## config.mk

```make
export PLATFORM = sky130hd
export DESIGN_NAME = ftdi_pkt_reader
export DESIGN_NICKNAME = d
export VERILOG_FILES = /design/src/rtl/ftdi_pkt_reader.sv
export SDC_FILE = /design/constraint.sdc
export NUM_CORES = 1
export LEC_CHECK = 0
export CORE_ASPECT_RATIO = 1.1
export CORE_UTILIZATION = 55
export CTS_BUF_LIST = sky130_fd_sc_hd__clkbuf_4 sky130_fd_sc_hd__clkbuf_8
export DETAILED_ROUTE_END_ITERATION = 16
export GPL_TIMING_DRIVEN = 0
export PLACE_DENSITY = 0.76
export RECOVER_POWER = 25
export SYNTH_ARGS = -nofsm -noshare
export SYNTH_HDL_FRONTEND = slang
export SYNTH_SLANG_ARGS = --single-unit
```

## constraint.sdc

```tcl
create_clock -name clock -period 2.1 [get_ports clock]
set_input_delay 0.63 -clock clock [delete_from_list [all_inputs] [get_ports clock]]
set_output_delay 0.63 -clock clock [all_outputs]
set_load 0.02 [all_outputs]
```

## src/rtl/ftdi_pkt_reader.sv

```systemverilog
// rtl/ftdi_pkt_reader.sv - FT232H 245-FIFO packet reader with a one-packet buffer and a valid/ready byte drain
module ftdi_pkt_reader #(
   parameter logic [7:0] START_SEQ      = 8'hA5,
   parameter logic [7:0] STOP_SEQ       = 8'hC3,
   parameter int         START_PKT_LEN  = 8,
   parameter int         STOP_PKT_LEN   = 2,
   parameter int         RD_LOW_CYCLES  = 4,
   parameter int         RD_HIGH_CYCLES = 3
) (
   input  logic       clock,
   input  logic       reset,
   input  logic       ftdi_rxf,
   output logic       ftdi_rd,
   input  logic [7:0] ftdi_data,
   output logic [7:0] pkt_data,
   output logic       pkt_valid,
   input  logic       pkt_ready,
   output logic       pkt_first,
   output logic       pkt_last,
   output logic       pkt_is_stop,
   output logic       bad_header,
   output logic       busy
);

   localparam int MAX_LEN = (START_PKT_LEN > STOP_PKT_LEN) ? START_PKT_LEN : STOP_PKT_LEN;
   localparam int IDX_W   = $clog2(MAX_LEN + 1);
   localparam int AW      = (MAX_LEN > 1) ? $clog2(MAX_LEN) : 1;
   localparam int CNT_MAX = (RD_LOW_CYCLES > RD_HIGH_CYCLES) ? RD_LOW_CYCLES : RD_HIGH_CYCLES;
   localparam int CNT_W   = $clog2(CNT_MAX);

   localparam logic [IDX_W-1:0] IDX_ONE   = IDX_W'(1);
   localparam logic [IDX_W-1:0] START_LEN = IDX_W'(START_PKT_LEN);
   localparam logic [IDX_W-1:0] STOP_LEN  = IDX_W'(STOP_PKT_LEN);
   localparam logic [CNT_W-1:0] CNT_ONE   = CNT_W'(1);
   localparam logic [CNT_W-1:0] LOW_LAST  = CNT_W'(RD_LOW_CYCLES - 1);
   localparam logic [CNT_W-1:0] HIGH_LAST = CNT_W'(RD_HIGH_CYCLES - 1);

   typedef enum logic [1:0] {
      S_IDLE,
      S_RD_LOW,
      S_RD_HIGH,
      S_DRAIN
   } state_t;

   state_t           state;
   state_t           state_next;
   logic             rxf_m;
   logic             rxf_s;
   logic [CNT_W-1:0] cnt;
   logic [7:0]       byte_r;
   logic [7:0]       pkt_buf [MAX_LEN];
   logic [IDX_W-1:0] wr_idx;
   logic [IDX_W-1:0] rd_idx;
   logic [IDX_W-1:0] rd_next;
   logic [IDX_W-1:0] pkt_len;
   logic             stop_r;

   logic latch_byte;
   logic take_byte;
   logic handshake;
   logic last_hs;
   logic hdr_start;
   logic hdr_stop;
   logic store_byte;

   assign hdr_start  = (byte_r == START_SEQ);
   assign hdr_stop   = (byte_r == STOP_SEQ);
   assign rd_next    = rd_idx + IDX_ONE;
   assign store_byte = take_byte && ((wr_idx != '0) || hdr_start || hdr_stop);
   assign busy       = !((state == S_IDLE) && (wr_idx == '0));

   always_comb begin
      state_next = state;
      latch_byte = 1'b0;
      take_byte  = 1'b0;
      handshake  = pkt_valid && pkt_ready;
      last_hs    = 1'b0;
      case (state)
         S_IDLE: begin
            if (!rxf_s) state_next = S_RD_LOW;
         end
         S_RD_LOW: begin
            if (cnt == LOW_LAST) begin
               latch_byte = 1'b1;
               state_next = S_RD_HIGH;
            end
         end
         S_RD_HIGH: begin
            take_byte = (cnt == '0);
            // wr_idx was updated in the first RD_HIGH cycle, so it is current here
            if (cnt == HIGH_LAST) state_next = (wr_idx == pkt_len) ? S_DRAIN : S_IDLE;
         end
         S_DRAIN: begin
            if (handshake && (rd_idx == pkt_len - IDX_ONE)) begin
               last_hs    = 1'b1;
               state_next = S_IDLE;
            end
         end
         default: state_next = S_IDLE;
      endcase
   end

   always_ff @(posedge clock) begin
      if (store_byte) pkt_buf[wr_idx[AW-1:0]] <= byte_r;
   end

   always_ff @(posedge clock) begin
      if (reset) begin
         state       <= S_IDLE;
         rxf_m       <= 1'b1;
         rxf_s       <= 1'b1;
         cnt         <= '0;
         ftdi_rd     <= 1'b1;
         byte_r      <= 8'h00;
         wr_idx      <= '0;
         rd_idx      <= '0;
         pkt_len     <= START_LEN;
         stop_r      <= 1'b0;
         bad_header  <= 1'b0;
         pkt_valid   <= 1'b0;
         pkt_data    <= 8'h00;
         pkt_first   <= 1'b0;
         pkt_last    <= 1'b0;
         pkt_is_stop <= 1'b0;
      end else begin
         state   <= state_next;
         rxf_m   <= ftdi_rxf;
         rxf_s   <= rxf_m;
         ftdi_rd <= (state_next != S_RD_LOW);

         if (((state == S_RD_LOW) || (state == S_RD_HIGH)) && (state_next == state))
            cnt <= cnt + CNT_ONE;
         else
            cnt <= '0;

         if (latch_byte) byte_r <= ftdi_data;

         bad_header <= take_byte && (wr_idx == '0) && !hdr_start && !hdr_stop;

         if (take_byte) begin
            if (wr_idx == '0) begin
               if (hdr_start || hdr_stop) begin
                  wr_idx  <= IDX_ONE;
                  pkt_len <= hdr_stop ? STOP_LEN : START_LEN;
                  stop_r  <= hdr_stop;
               end
            end else begin
               wr_idx <= wr_idx + IDX_ONE;
            end
         end

         // Output registers are loaded one step ahead so pkt_valid never sees pkt_ready combinationally
         if ((state != S_DRAIN) && (state_next == S_DRAIN)) begin
            pkt_valid   <= 1'b1;
            pkt_data    <= pkt_buf[0];
            pkt_first   <= 1'b1;
            pkt_last    <= (pkt_len == IDX_ONE);
            pkt_is_stop <= stop_r;
            rd_idx      <= '0;
         end else if ((state == S_DRAIN) && handshake) begin
            if (last_hs) begin
               pkt_valid <= 1'b0;
               pkt_first <= 1'b0;
               pkt_last  <= 1'b0;
               rd_idx    <= '0;
               wr_idx    <= '0;
            end else begin
               rd_idx    <= rd_next;
               pkt_data  <= pkt_buf[rd_next[AW-1:0]];
               pkt_first <= 1'b0;
               pkt_last  <= (rd_next == pkt_len - IDX_ONE);
            end
         end
      end
   end

endmodule

```

==> results <==
- The average vias per placed instance is 6.189.
- At the later pin of the worst-skew pair, clock insertion delay measures 0.36 ns.
- The worst-case clock skew is 0.007966 ns.
- By instance count, the cell type seen most on the critical path is sky130_fd_sc_hd__buf_4.
- The signal on the critical path passes through inv_2, ha_1, buf_4, nor2_1, a32o_1, buf_4, o311ai_2, a31oi_1.
- Setup repair after global routing could not meet its margin everywhere.
- For this run, the total global-route usage over all layers was measured as 0.2541.
- The synthesized netlist contains 52 unique library cells.
- The area of the placeable core is 7955 um^2.
- The worst setup path is launched from a register.
- The total inserted antenna cells is 0.
- The kind of end point of the critical path is a register.
- The share of the Yosys chip area taken by registers is 0.5937.
- The clock period minus final worst setup slack is 2.062 ns.
- The Yosys warning count is 0.
- The number of maximum-capacitance constraint violations is 0.
- Once detailed placement completed, the half-perimeter wirelength came to 6.551 mm.
- From bottom edge to top edge, the die measures 97.06 um.
- The effective utilization at floorplan is 0.5679.
- The synthesized net count is 367.
- Data on the critical path is required at its endpoint by 2.33 ns.
- The routed wirelength normalized by instance count is 20.38 um.
- The top metal layer carrying routed signals is met4.
- The floorplan step defined a die boundary enclosing 8582 um^2.
- The number of global-route vias before repair is 3,108.
- The number of port buffers is 25.
- For this run, the number of standard cells in the final layout without fillers is 509.
- In this run, post-CTS hold repair placed 0 buffers.
- After clock tree synthesis, the clock-pin slew on the worst setup and hold paths is 0.10 ns.
- The layout overhead on the synthesized area is 25.15%.
- The largest vdd supply drop is 0.3649 mV.
- Of all nets on the critical path, the largest fanout is 10.
- The run finished with clean final reports.
- The net total in the final layout is 419.
- For this run, design rule violations remaining after detail routing come to 0.
- The worst slack at placement is -0.6617 ns.
- The first global-routing pass estimated 15.93 mm of wire.
- The cell at the slowest stage of the critical path is sky130_fd_sc_hd__dfxtp_4.
- The via count is 3,150.
- The synthesized netlist cell count is 344.
- Summed over all layers, the routed wires come to 10.37 mm.
- TritonCTS built the clock tree.
- The post-synthesis cell area is 4518 um^2.
- The transition time at the pin with the least slew margin is 0.7538 ns.
- In the synthesized netlist the dominant register cell turns out to be sky130_fd_sc_hd__edfxtp_1.
- The normalized max-slew margin is 0.4975.
- Of the available clock period, the critical path in the final layout requires 0.9817.
- Clock tree synthesis found a total of 102 sinks.
- The number of rows in the core area is 34.
- The critical path arrival is 2.29 ns.
- In this run the power density over the cells is 703.5 nW/um^2.
- The clock tree root driver cell is sky130_fd_sc_hd__clkbuf_8.
- The cell leakage power is 1.721 nW.
- The number of placed instances, taps included, is 477.
- The max-slew violation count is 0.
- In the final layout, the share of cells above drive strength 1 is 0.3167.
- The H-tree was split into 3 levels.
- The maximum operating frequency is 485.1 MHz.
- The weighted congestion reported at the end of routability-driven placement is 0.9101.
- Counting flops with a built-in enable in the synthesized netlist gives 64.
- The worst path meets setup with 0.03846 ns of slack.
- The category of the most critical setup path is register to register.
- The longest individual stage delay on the worst path is 0.40 ns.
- After global routing the overflow that remains totals 0.
- In the final routing, the length of wire on met1 measures 4.364 mm.
- The number of endpoints with negative hold slack in the final report is 0.
- Entering global routing, the biggest net connects 18 pins.
- Setup violations remaining at the end of the flow were counted as 0.
- The number of search-and-repair iterations in the first detailed-routing pass is 4.
- After layout, the design draws a total of 3.978 mW.
- The initial antenna violation count is 0.
- 27 I/O pins were placed.
- The average instance in the mapped netlist occupies 13.13 um^2.
- In the synthesized netlist the async set-or-reset flop fraction comes to 0.
- The post-detailed-route count of antenna-violating nets is 0.
- Counting flops and latches in the post-synthesis netlist gives 102.
- The maximum number of buffers from clock root to sink is 2.
- The worst hold path belongs to the class register to register.
- The horizontal die dimension is 88.42 um.
- Buffers inserted during clock tree synthesis total 9.
- In the detailed route, the total length drawn on met2 is 5.219 mm.
- The number of DRC violations after detailed-routing iteration 0 is 202.
- The length of routed met3 wiring is 451 um.
[timing repair]
item | CTS | global route
setup endpoints to repair | 88 | 77
resized for setup | 65 | 43
pin swaps | 6 | 4
cloned | 0 | 0
setup buffers | 6 | 13
[final timing paths]
check	startpoint	endpoint	slack (ns)	cells past startpoint
max reg2reg	state[1]$_SDFF_PP0_	pkt_data[7]$_SDFFE_PP0P_	0.04	8
min reg2reg	rxf_m$_SDFF_PP1_	rxf_s$_SDFF_PP1_	0.43	1
min	rxf_m$_SDFF_PP1_	rxf_s$_SDFF_PP1_	0.43	1
max	state[1]$_SDFF_PP0_	pkt_data[7]$_SDFFE_PP0P_	0.04	8
[Yosys cell counts (2+ instances only)]
library cell	count	area share
sky130_fd_sc_hd__mux4_2	16	0.080
sky130_fd_sc_hd__xnor2_1	4	0.0078
sky130_fd_sc_hd__o311a_1	2	0.0044
sky130_fd_sc_hd__edfxtp_1	64	0.43
sky130_fd_sc_hd__mux2i_1	9	0.020
sky130_fd_sc_hd__o21ai_0	7	0.0078
sky130_fd_sc_hd__nor3_1	14	0.016
sky130_fd_sc_hd__clkbuf_1	9	0.0075
sky130_fd_sc_hd__and2_1	3	0.0042
sky130_fd_sc_hd__a31oi_1	6	0.0083
sky130_fd_sc_hd__o311ai_0	7	0.014
sky130_fd_sc_hd__or3_1	2	0.0028
sky130_fd_sc_hd__nor2_1	14	0.012
sky130_fd_sc_hd__a211oi_1	2	0.0033
sky130_fd_sc_hd__nor3b_1	2	0.0033
sky130_fd_sc_hd__inv_1	11	0.0091
sky130_fd_sc_hd__a21oi_1	26	0.029
sky130_fd_sc_hd__nand4_1	4	0.0055
sky130_fd_sc_hd__nand4b_1	3	0.0058
sky130_fd_sc_hd__and3_1	2	0.0028
sky130_fd_sc_hd__nor2b_1	3	0.0042
sky130_fd_sc_hd__and4bb_2	3	0.0083
sky130_fd_sc_hd__nand3_1	9	0.010
sky130_fd_sc_hd__dfxtp_1	38	0.17
sky130_fd_sc_hd__buf_4	4	0.0066
sky130_fd_sc_hd__a22oi_1	2	0.0033
sky130_fd_sc_hd__ha_1	11	0.030
sky130_fd_sc_hd__nand2b_1	3	0.0042
sky130_fd_sc_hd__buf_2	6	0.0066
sky130_fd_sc_hd__or2_2	2	0.0028
sky130_fd_sc_hd__a41oi_1	7	0.014
sky130_fd_sc_hd__nand2_1	29	0.024
[worst max-delay path: cells and delay by family, from the launching register on]
family | cells | cell delay [ns]
fa+ha+maj | 1 | 0.24
flops | 1 | 0.40
simple gates | 1 | 0.09
compound gates | 3 | 0.68
buf+inv | 3 | 0.52
[report_power, final]
part | internal, mW | switching, mW
Combinational | 0.226 | 0.352
Clock | 0.555 | 0.680
Sequential | 2.13 | 0.0335
[cell usage in the layout (no fill, tap or decap), types with 3 or more instances in the layout]
| cell type | count |
|---|---|
| sky130_fd_sc_hd__dfxtp_4 | 4 |
| sky130_fd_sc_hd__dfxtp_2 | 8 |
| sky130_fd_sc_hd__a41oi_1 | 4 |
| sky130_fd_sc_hd__a21oi_1 | 24 |
| sky130_fd_sc_hd__ha_1 | 6 |
| sky130_fd_sc_hd__o311ai_2 | 6 |
| sky130_fd_sc_hd__edfxtp_1 | 64 |
| sky130_fd_sc_hd__a41oi_2 | 3 |
| sky130_fd_sc_hd__nand3_1 | 9 |
| sky130_fd_sc_hd__a31oi_1 | 6 |
| sky130_fd_sc_hd__nor2_4 | 5 |
| sky130_fd_sc_hd__clkbuf_1 | 6 |
| sky130_fd_sc_hd__buf_4 | 23 |
| sky130_fd_sc_hd__nand4b_1 | 3 |
| sky130_fd_sc_hd__dfxtp_1 | 26 |
| sky130_fd_sc_hd__clkdlybuf4s50_1 | 23 |
| sky130_fd_sc_hd__mux2i_1 | 8 |
| sky130_fd_sc_hd__clkbuf_8 | 9 |
| sky130_fd_sc_hd__and2_1 | 3 |
| sky130_fd_sc_hd__o21ai_0 | 5 |
| sky130_fd_sc_hd__inv_1 | 7 |
| sky130_fd_sc_hd__nand2b_1 | 3 |
| sky130_fd_sc_hd__nand4_1 | 4 |
| sky130_fd_sc_hd__ha_4 | 3 |
| sky130_fd_sc_hd__nand2_1 | 27 |
| sky130_fd_sc_hd__nor2_1 | 9 |
| sky130_fd_sc_hd__nor3_4 | 4 |
| sky130_fd_sc_hd__and4bb_2 | 3 |
| sky130_fd_sc_hd__xnor2_1 | 4 |
| sky130_fd_sc_hd__mux4_2 | 16 |
| sky130_fd_sc_hd__nor3_1 | 11 |
[layout make-up]
type                    instances  area, um^2
flip-flops and latches        102        2708
plain buffers                  17       116.4
well taps                     108       135.1
clock buffers                   9       123.9
multi-input cells             211        2037
inverters                      11       46.29
repair buffers                 44       414.1
clock inverters                 7       73.82
fillers                       521        2301
[per-layer routing]
| metal | global-route usage | up-vias |
|---|---|---|
| li1 | - | 1434 |
| met1 | 0.3400 | 1589 |
| met2 | 0.4089 | 101 |
| met3 | 0.04418 | 26 |
| met4 | 0.1042 | 0 |
| met5 | 0 | - |
[logic make-up after synthesis]
logic type | after synthesis | share of synthesized area
XOR/XNOR | 6 | 0.01579
adder cells (fa/ha/maj) | 11 | 0.03046
flip-flops | 102 | 0.5937
multiplexers | 25 | 0.09970
buffers and inverters | 31 | 0.03102
AO/OA/AOI/OAI | 69 | 0.1069
AND/OR/NAND/NOR | 100 | 0.1224
[registers in the layout, summed over array words and instances (netlist names), 2 cells and up]
name      count
pkt_buf      64
pkt_len       2
byte_r        8
pkt_data      8
wr_idx        4
state         2
rd_idx        4
cnt           2
[stage by stage]
stage                     setup TNS [ns]  hold WS (ns)  utilization  cell area, um^2
final                                  0        0.4275       0.7108             5654
after global routing             -0.2095        0.4420       0.7108             5654
after CTS                        -0.2539        0.4312       0.6771             5386
after detailed placement          -39.35        0.4033       0.6176             4913
after global placement            -32.27        0.3983       0.6176             4913
after floorplan                  -0.1559        0.3895            -             4528
(Power assumes the default switching activity.)
